**config.mk**
```make
export PLATFORM = sky130hd
export DESIGN_NAME = core_pipe_exec_gen
export DESIGN_NICKNAME = d
export VERILOG_FILES = /design/src/rtl/core_pipe_exec_gen.sv
export SDC_FILE = /design/constraint.sdc
export NUM_CORES = 2
export LEC_CHECK = 0
export CORE_ASPECT_RATIO = 1.75
export CORE_UTILIZATION = 26
export CTS_CLUSTER_DIAMETER = 100
export DETAILED_ROUTE_END_ITERATION = 8
export DONT_BUFFER_PORTS = 1
export SYNTH_ARGS = -nofsm -noshare
export SYNTH_HDL_FRONTEND = slang
export SYNTH_SLANG_ARGS = --single-unit
```
**constraint.sdc**
```tcl
create_clock -name g_clk -period 13.3 [get_ports g_clk]
set_clock_uncertainty 0.2 [all_clocks]
set_input_delay 1.33 -clock g_clk [delete_from_list [all_inputs] [get_ports g_clk]]
set_output_delay 1.33 -clock g_clk [all_outputs]
set_load 0.01 [all_outputs]
```
**src/rtl/core_pipe_exec_gen.sv**
```systemverilog
// ============================================================================
//  Module      : core_pipe_exec_gen
//  Description : Execute stage between decode (s2) and writeback (s3).
//                Computes ALU results, resolves branches and jumps, holds
//                the s3 pipeline register under valid/ready, and raises a
//                held control-flow-change request towards fetch.
//                Optional macro CORE_EXEC_RVC_EN selects 2-byte target
//                alignment (compressed ISA); otherwise 4-byte alignment.
//  Revision    : 1.0 - initial release
// ============================================================================
`default_nettype none

module core_pipe_exec_gen #(
    parameter int XLEN    = 64,
    parameter int RA_W    = 5,
    parameter int CAUSE_W = 6
) (
    input  logic               g_clk,
    input  logic               g_reset,
    input  logic               s2_valid,
    output logic               s2_ready,
    input  logic [XLEN-1:0]    s2_rs1,
    input  logic [XLEN-1:0]    s2_rs2,
    input  logic [XLEN-1:0]    s2_imm,
    input  logic [XLEN-1:0]    s2_pc,
    input  logic [XLEN-1:0]    s2_npc,
    input  logic [RA_W-1:0]    s2_rd,
    input  logic [3:0]         s2_alu_op,
    input  logic               s2_alu_imm,
    input  logic               s2_alu_word,
    input  logic [3:0]         s2_cfu_op,
    input  logic               s2_trap,
    output logic               s3_valid,
    input  logic               s3_ready,
    output logic [XLEN-1:0]    s3_pc,
    output logic [RA_W-1:0]    s3_rd,
    output logic [XLEN-1:0]    s3_wdata,
    output logic               s3_trap,
    output logic               cf_valid,
    input  logic               cf_ack,
    output logic [XLEN-1:0]    cf_target,
    output logic [CAUSE_W-1:0] cf_cause
);

    localparam int c_SHW = $clog2(XLEN);

    localparam logic [3:0] c_ALU_ADD  = 4'd0;
    localparam logic [3:0] c_ALU_SUB  = 4'd1;
    localparam logic [3:0] c_ALU_AND  = 4'd2;
    localparam logic [3:0] c_ALU_OR   = 4'd3;
    localparam logic [3:0] c_ALU_XOR  = 4'd4;
    localparam logic [3:0] c_ALU_SLL  = 4'd5;
    localparam logic [3:0] c_ALU_SRL  = 4'd6;
    localparam logic [3:0] c_ALU_SRA  = 4'd7;
    localparam logic [3:0] c_ALU_SLT  = 4'd8;
    localparam logic [3:0] c_ALU_SLTU = 4'd9;

    localparam logic [3:0] c_CF_BEQ  = 4'd1;
    localparam logic [3:0] c_CF_BNE  = 4'd2;
    localparam logic [3:0] c_CF_BLT  = 4'd3;
    localparam logic [3:0] c_CF_BGE  = 4'd4;
    localparam logic [3:0] c_CF_BLTU = 4'd5;
    localparam logic [3:0] c_CF_BGEU = 4'd6;
    localparam logic [3:0] c_CF_JAL  = 4'd7;
    localparam logic [3:0] c_CF_JALR = 4'd8;

    localparam logic [0:0] c_ST_IDLE = 1'b0;
    localparam logic [0:0] c_ST_REQ  = 1'b1;

    logic [0:0]         r_state;
    logic               r_s3_valid;
    logic [XLEN-1:0]    r_s3_pc;
    logic [RA_W-1:0]    r_s3_rd;
    logic [XLEN-1:0]    r_s3_wdata;
    logic               r_s3_trap;
    logic [XLEN-1:0]    r_cf_target;
    logic [CAUSE_W-1:0] r_cf_cause;

    logic               w_s2_ready;
    logic               w_s2_fire;
    logic [XLEN-1:0]    w_lhs;
    logic [XLEN-1:0]    w_rhs;
    logic [c_SHW-1:0]   w_shamt;
    logic [XLEN-1:0]    w_alu_full;
    logic [XLEN-1:0]    w_alu;
    logic               w_taken;
    logic               w_is_branch;
    logic               w_is_jump;
    logic [XLEN-1:0]    w_target;
    logic               w_misal;
    logic               w_cf_req;
    logic               w_bad_tgt;

    // New work is refused while s3 cannot drain or a redirect is outstanding
    assign w_s2_ready = (!r_s3_valid | s3_ready) & (r_state == c_ST_IDLE);
    assign w_s2_fire  = s2_valid & w_s2_ready;

    assign w_lhs   = s2_rs1;
    assign w_rhs   = s2_alu_imm ? s2_imm : s2_rs2;
    assign w_shamt = w_rhs[c_SHW-1:0];

    // Full-width ALU
    always_comb begin
        w_alu_full = '0;
        case (s2_alu_op)
            c_ALU_ADD:  w_alu_full = w_lhs + w_rhs;
            c_ALU_SUB:  w_alu_full = w_lhs - w_rhs;
            c_ALU_AND:  w_alu_full = w_lhs & w_rhs;
            c_ALU_OR:   w_alu_full = w_lhs | w_rhs;
            c_ALU_XOR:  w_alu_full = w_lhs ^ w_rhs;
            c_ALU_SLL:  w_alu_full = w_lhs << w_shamt;
            c_ALU_SRL:  w_alu_full = w_lhs >> w_shamt;
            c_ALU_SRA:  w_alu_full = $signed(w_lhs) >>> w_shamt;
            c_ALU_SLT:  w_alu_full = {{(XLEN-1){1'b0}}, ($signed(w_lhs) < $signed(w_rhs))};
            c_ALU_SLTU: w_alu_full = {{(XLEN-1){1'b0}}, (w_lhs < w_rhs)};
            default:    w_alu_full = '0;
        endcase
    end

    // 32-bit word ops exist only on the 64-bit datapath
    generate
        if (XLEN == 64) begin : g_word64
            logic [31:0] w_l32;
            logic [31:0] w_r32;
            logic [4:0]  w_sh32;
            logic [31:0] w_res32;

            assign w_l32  = w_lhs[31:0];
            assign w_r32  = w_rhs[31:0];
            assign w_sh32 = w_rhs[4:0];

            // Word ALU, result later sign-extended from bit 31
            always_comb begin
                w_res32 = '0;
                case (s2_alu_op)
                    c_ALU_ADD:  w_res32 = w_l32 + w_r32;
                    c_ALU_SUB:  w_res32 = w_l32 - w_r32;
                    c_ALU_AND:  w_res32 = w_l32 & w_r32;
                    c_ALU_OR:   w_res32 = w_l32 | w_r32;
                    c_ALU_XOR:  w_res32 = w_l32 ^ w_r32;
                    c_ALU_SLL:  w_res32 = w_l32 << w_sh32;
                    c_ALU_SRL:  w_res32 = w_l32 >> w_sh32;
                    c_ALU_SRA:  w_res32 = $signed(w_l32) >>> w_sh32;
                    c_ALU_SLT:  w_res32 = {31'd0, ($signed(w_l32) < $signed(w_r32))};
                    c_ALU_SLTU: w_res32 = {31'd0, (w_l32 < w_r32)};
                    default:    w_res32 = '0;
                endcase
            end

            assign w_alu = s2_alu_word ? {{(XLEN-32){w_res32[31]}}, w_res32} : w_alu_full;
        end else begin : g_word32
            assign w_alu = w_alu_full;
        end
    endgenerate

    // Branch condition resolution
    always_comb begin
        w_taken = 1'b0;
        case (s2_cfu_op)
            c_CF_BEQ:  w_taken = (s2_rs1 == s2_rs2);
            c_CF_BNE:  w_taken = (s2_rs1 != s2_rs2);
            c_CF_BLT:  w_taken = ($signed(s2_rs1) <  $signed(s2_rs2));
            c_CF_BGE:  w_taken = ($signed(s2_rs1) >= $signed(s2_rs2));
            c_CF_BLTU: w_taken = (s2_rs1 <  s2_rs2);
            c_CF_BGEU: w_taken = (s2_rs1 >= s2_rs2);
            c_CF_JAL:  w_taken = 1'b1;
            c_CF_JALR: w_taken = 1'b1;
            default:   w_taken = 1'b0;
        endcase
    end

    assign w_is_branch = (s2_cfu_op >= c_CF_BEQ) && (s2_cfu_op <= c_CF_BGEU);
    assign w_is_jump   = (s2_cfu_op == c_CF_JAL) || (s2_cfu_op == c_CF_JALR);
    assign w_target    = (s2_cfu_op == c_CF_JALR)
                       ? ((s2_rs1 + s2_imm) & {{(XLEN-1){1'b1}}, 1'b0})
                       : (s2_pc + s2_imm);

`ifdef CORE_EXEC_RVC_EN
    assign w_misal = w_target[0];
`else
    assign w_misal = |w_target[1:0];
`endif

    // An upstream trap suppresses the redirect; a bad target still redirects
    // (fetch routes it to the trap vector) but marks the instruction trapped
    assign w_cf_req  = w_taken & !s2_trap;
    assign w_bad_tgt = w_cf_req & w_misal;

    // s3 pipeline register: refill on accept, hold while writeback stalls
    always_ff @(posedge g_clk or posedge g_reset) begin
        if (g_reset) begin
            r_s3_valid <= 1'b0;
            r_s3_pc    <= '0;
            r_s3_rd    <= '0;
            r_s3_wdata <= '0;
            r_s3_trap  <= 1'b0;
        end else begin
            r_s3_valid <= w_s2_fire | (r_s3_valid & !s3_ready);
            if (w_s2_fire) begin
                r_s3_pc    <= s2_pc;
                r_s3_rd    <= (s2_trap | w_bad_tgt | w_is_branch) ? '0 : s2_rd;
                r_s3_wdata <= w_is_jump ? s2_npc : w_alu;
                r_s3_trap  <= s2_trap | w_bad_tgt;
            end
        end
    end

    // Redirect FSM: request captured on accept and held stable until acked
    always_ff @(posedge g_clk or posedge g_reset) begin
        if (g_reset) begin
            r_state     <= c_ST_IDLE;
            r_cf_target <= '0;
            r_cf_cause  <= '0;
        end else begin
            case (r_state)
                c_ST_IDLE: begin
                    if (w_s2_fire && w_cf_req) begin
                        r_state     <= c_ST_REQ;
                        r_cf_target <= w_target;
                        r_cf_cause  <= {{(CAUSE_W-1){1'b0}}, w_misal};
                    end
                end
                c_ST_REQ: begin
                    if (cf_ack) begin
                        r_state <= c_ST_IDLE;
                    end
                end
                default: r_state <= c_ST_IDLE;
            endcase
        end
    end

    assign s2_ready  = w_s2_ready;
    assign s3_valid  = r_s3_valid;
    assign s3_pc     = r_s3_pc;
    assign s3_rd     = r_s3_rd;
    assign s3_wdata  = r_s3_wdata;
    assign s3_trap   = r_s3_trap;
    assign cf_valid  = (r_state == c_ST_REQ);
    assign cf_target = r_cf_target;
    assign cf_cause  = r_cf_cause;

endmodule

`default_nettype wire
```
==> flow_summary.json <==
{
  "dr.first_iter.drc_count": 5941,
  "first_global_vias": 45070,
  "critPathSlowestCell": "sky130_fd_sc_hd__mux2i_1",
  "critical_path_class": "in2reg",
  "timing.final.ws_setup_ns": 6.459,
  "final_period_minus_worst_setup_slack_ns": 6.841,
  "power.ir.vdd_worst_v": 0.0001028,
  "yosysTopAreaCellShare_pct": 12.92,
  "worst-endpoint-required_ns": 13.61,
  "ys_top_cells_by_count": "sky130_fd_sc_hd__nand2_1 (853), sky130_fd_sc_hd__a21oi_1 (637), sky130_fd_sc_hd__nor2_1 (490)",
  "hold_violations": 0,
  "syn-mean-instance-area_um2": 6.934,
  "share_of_the_cycle_needed_by_the_critical_path_after_routing_pct": 51.44,
  "max-cap-violations": 6,
  "synth_adder_area_share_pct": 12.48,
  "placement.io_buffers": 0,
  "std_cell_rows": 187,
  "synth_enable_flop_cells": 0,
  "critical_path_cell_list": "mux2i_4 -> inv_4 -> buf_4 -> mux2i_1 -> mux2i_1 -> mux2i_1 -> mux2i_1 -> mux2i_1 -> o21ai_0 -> o221ai_1 -> a21oi_1 -> a2111oi_2 -> o21ai_0",
  "power.internal_w": 0.001944,
  "synth.mux.area_fraction_pct": 9.546,
  "net-switching-power_w": 0.002195,
  "finalNonFillerCells": 7387,
  "clock.fmax_mhz": 146.2,
  "pin_count_of_the_biggest_net_entering_global_routing": 124,
  "io_pins": 548,
  "clk_transition_reported_paths_ns": 0.06,
  "synth-compound-area-share_pct": 34.05,
  "clock-root-buffer": "sky130_fd_sc_hd__clkbuf_16",
  "synth.ff_latch_count": 201,
  "floorplan.initialDensity_pct": 26.21,
  "post-cts-setup-buffer-count": 0,
  "clock_sink_count": 201,
  "ys_warn_count": 0,
  "tritoncts.num_buffers": 28,
  "vias": 47480,
  "cp-start-kind": "input pin",
  "syn2layout_area_growth_pct": 7.348,
  "synth_top_family_by_area": "compound AO/OA/AOI/OAI gates",
  "asyncSetResetFlopFracSynth_pct": 100.0,
  "synth.yosys.seq_area_share_pct": 12.92,
  "crit_top_cell": "sky130_fd_sc_hd__mux2i_1",
  "status": "complete, but fails checks",
  "route.antenna.remaining_nets": 0,
  "detail_route.drc_violations": 0,
  "synth_cells": 5616,
  "post_synth_xor_area_fraction_pct": 2.946,
  "place_inst": 7302,
  "place_ws_ns": 6.496,
  "relSlewSlack_pct": -9.985,
  "cts_hold_buf": 0,
  "floorplan.core_area_mm2": 0.1486,
  "groute.usage.overall_pct": 33.97,
  "via_per_inst": 6.428,
  "worst_skew_pair.late_latency_ns": 0.67,
  "floorplan.die.height_um": 514.0,
  "layout-drive-gt1-share_pct": 6.159,
  "seq_power_share_pct": 25.2,
  "clock_tree.buffer_depth": 3,
  "drt_pre_antenna_iters": 6,
  "globalRoute.totalOverflow": 0,
  "max_stage_delay_ns": 1.00,
  "floorplan.die_area_mm2": 0.1514,
  "worstMarginPinSlew_ns": 1.604,
  "final_estimated_routing_congestion_in_global_placement": 1.224,
  "combinationalPowerShare_pct": 54.9,
  "syn-cell-area_mm2": 0.03894,
  "routedWlPerCell_um": 35.93,
  "synth_top_flop_cell": "sky130_fd_sc_hd__dfrtp_1",
  "initial_antenna_violation_count": 34,
  "leakage_power_nw": 17.79,
  "synth.area.top_cells": "sky130_fd_sc_hd__dfrtp_1 (13%), sky130_fd_sc_hd__ha_1 (12%), sky130_fd_sc_hd__nand2_1 (8.2%)",
  "setup-violations-final": 0,
  "power_frac_clock_pct": 19.9,
  "ctsHtreeMaxLevel": 1,
  "post_route_setup_tns_ns": 0,
  "synth.distinct_cells": 108,
  "routed_wirelength_mm": 265.4,
  "sw_frac_of_total_pct": 53.03,
  "yosys.area.top_type": "sky130_fd_sc_hd__dfrtp_1",
  "final_nets": 6080,
  "worstHoldPathType": "in2async",
  "ctsResizeCount": 0,
  "total_count_of_max_transition_violations_in_the_final_report": 18,
  "die_w_um": 294.6,
  "power_per_cell_area_mw_per_mm2": 98.99,
  "end_kind": "flip-flop",
  "failed_checks": "max-capacitance violations, max-slew violations",
  "yosys.cell_count.top_type": "sky130_fd_sc_hd__nand2_1",
  "arrival_ns": 7.15,
  "unrepaired_setup_endpoints_after_global_routing": "false",
  "first_pass_grt_wire_length_mm": 360.9,
  "crit_path_max_fanout": 123,
  "dp.final_hpwl_mm": 202.8,
  "cts_tree": "done",
  "synth_simple_gate_area_share_pct": 20.91
}
## state kept, by name, summed over array words and instances, names as in the netlist
register	count
s3_pc	64
cf_target	64
s3_trap	1
s3_wdata	64
cf_cause	1
s3_valid	1
cf_valid	1
s3_rd	5
## area by class of cell
cell class / count / area [um^2]
antenna: 29 / 72.57
multi-input combinational: 4729 / 31350
clock inverter: 14 / 187.7
fill: 16510 / 106800
clock buffer: 37 / 774.5
timing repair buffer: 98 / 787.0
tap: 1984 / 2482
inverter: 295 / 1124
sequential: 201 / 5030
## power groups by stage
stage	Sequential [W]	Combinational (W)	Clock, W
finish	0.00104	0.00227	0.000822
global route	0.00107	0.00237	0.000847
CTS	0.00104	0.00212	0.000829
detailed placement	0.00105	0.00211	0
global placement	0.00105	0.00211	0
floorplan	0.000965	0.00140	0
## logic make-up after synthesis
kind of cell | after synthesis
AO/OA/AOI/OAI | 2062
AND/OR/NAND/NOR | 1862
buffers and inverters | 690
adder cells (fa/ha/maj) | 386
multiplexers | 283
flip-flops | 201
XOR/XNOR | 131
other | 1
## path summary, 6_finish.rpt
check	start	to	slack, ns	depth (start not counted)
min reg2reg	s3_wdata[12]$_DFFE_PP0P_	s3_wdata[12]$_DFFE_PP0P_	0.35	2
min in group g_clk	s3_wdata[12]$_DFFE_PP0P_	s3_wdata[12]$_DFFE_PP0P_	0.35	2
max reg2reg	cf_valid$_DFF_PP0_	s3_wdata[5]$_DFFE_PP0P_	8.62	9
min	g_reset	s3_pc[58]$_DFFE_PP0P_	0.35	1
max in group asynchronous	g_reset	s3_wdata[12]$_DFFE_PP0P_	11.00	2
max	s2_alu_imm	s3_wdata[28]$_DFFE_PP0P_	6.46	13
## worst max-delay path: cells and delay by family
family          cells  cell delay [ns]
buf+inv             2             1.16
compound gates      5             1.80
mux                 6             2.76
## placed cells by master (no fill, tap or decap), types with 36 or more instances in the layout
master / instances
sky130_fd_sc_hd__o21bai_1: 61
sky130_fd_sc_hd__a221oi_1: 39
sky130_fd_sc_hd__nor2_1: 486
sky130_fd_sc_hd__buf_4: 92
sky130_fd_sc_hd__o31ai_1: 36
sky130_fd_sc_hd__mux4_2: 63
sky130_fd_sc_hd__o21a_1: 97
sky130_fd_sc_hd__xnor2_1: 89
sky130_fd_sc_hd__ha_1: 382
sky130_fd_sc_hd__nand3_1: 114
sky130_fd_sc_hd__nand2_1: 848
sky130_fd_sc_hd__nand4_1: 70
sky130_fd_sc_hd__a211oi_1: 82
sky130_fd_sc_hd__mux2i_1: 195
sky130_fd_sc_hd__o22ai_1: 61
sky130_fd_sc_hd__a21oi_1: 636
sky130_fd_sc_hd__xor2_1: 42
sky130_fd_sc_hd__o211ai_1: 76
sky130_fd_sc_hd__a31oi_1: 74
sky130_fd_sc_hd__o221ai_1: 53
sky130_fd_sc_hd__o21ai_1: 44
sky130_fd_sc_hd__inv_1: 284
sky130_fd_sc_hd__a21o_1: 110
sky130_fd_sc_hd__o21ai_0: 396
sky130_fd_sc_hd__nor3_1: 89
sky130_fd_sc_hd__dfrtp_1: 201
## metal layers
metal | global-route usage, % | share of wire, % | vias to the layer above
li1 | - | - | 20070
met1 | 35.39 | 34 | 22790
met2 | 52.69 | 43 | 3489
met3 | 14.29 | 12 | 1114
met4 | 28.79 | 11 | 20
met5 | 0 | 0.048 | -
## metrics by stage
step,hold WS (ns),instance area (um^2),power (W),util (%)
floorplan,0.3139,38960,0.002367,-
global placement,0.3298,40680,0.003157,27.38
detailed placement,0.3313,40690,0.003162,27.39
CTS,0.3495,41650,0.003995,28.03
global route,0.3605,41740,0.004284,28.09
finish,0.3457,41800,0.004138,28.14
No activity file was read; power rests on OpenSTA's default activity.
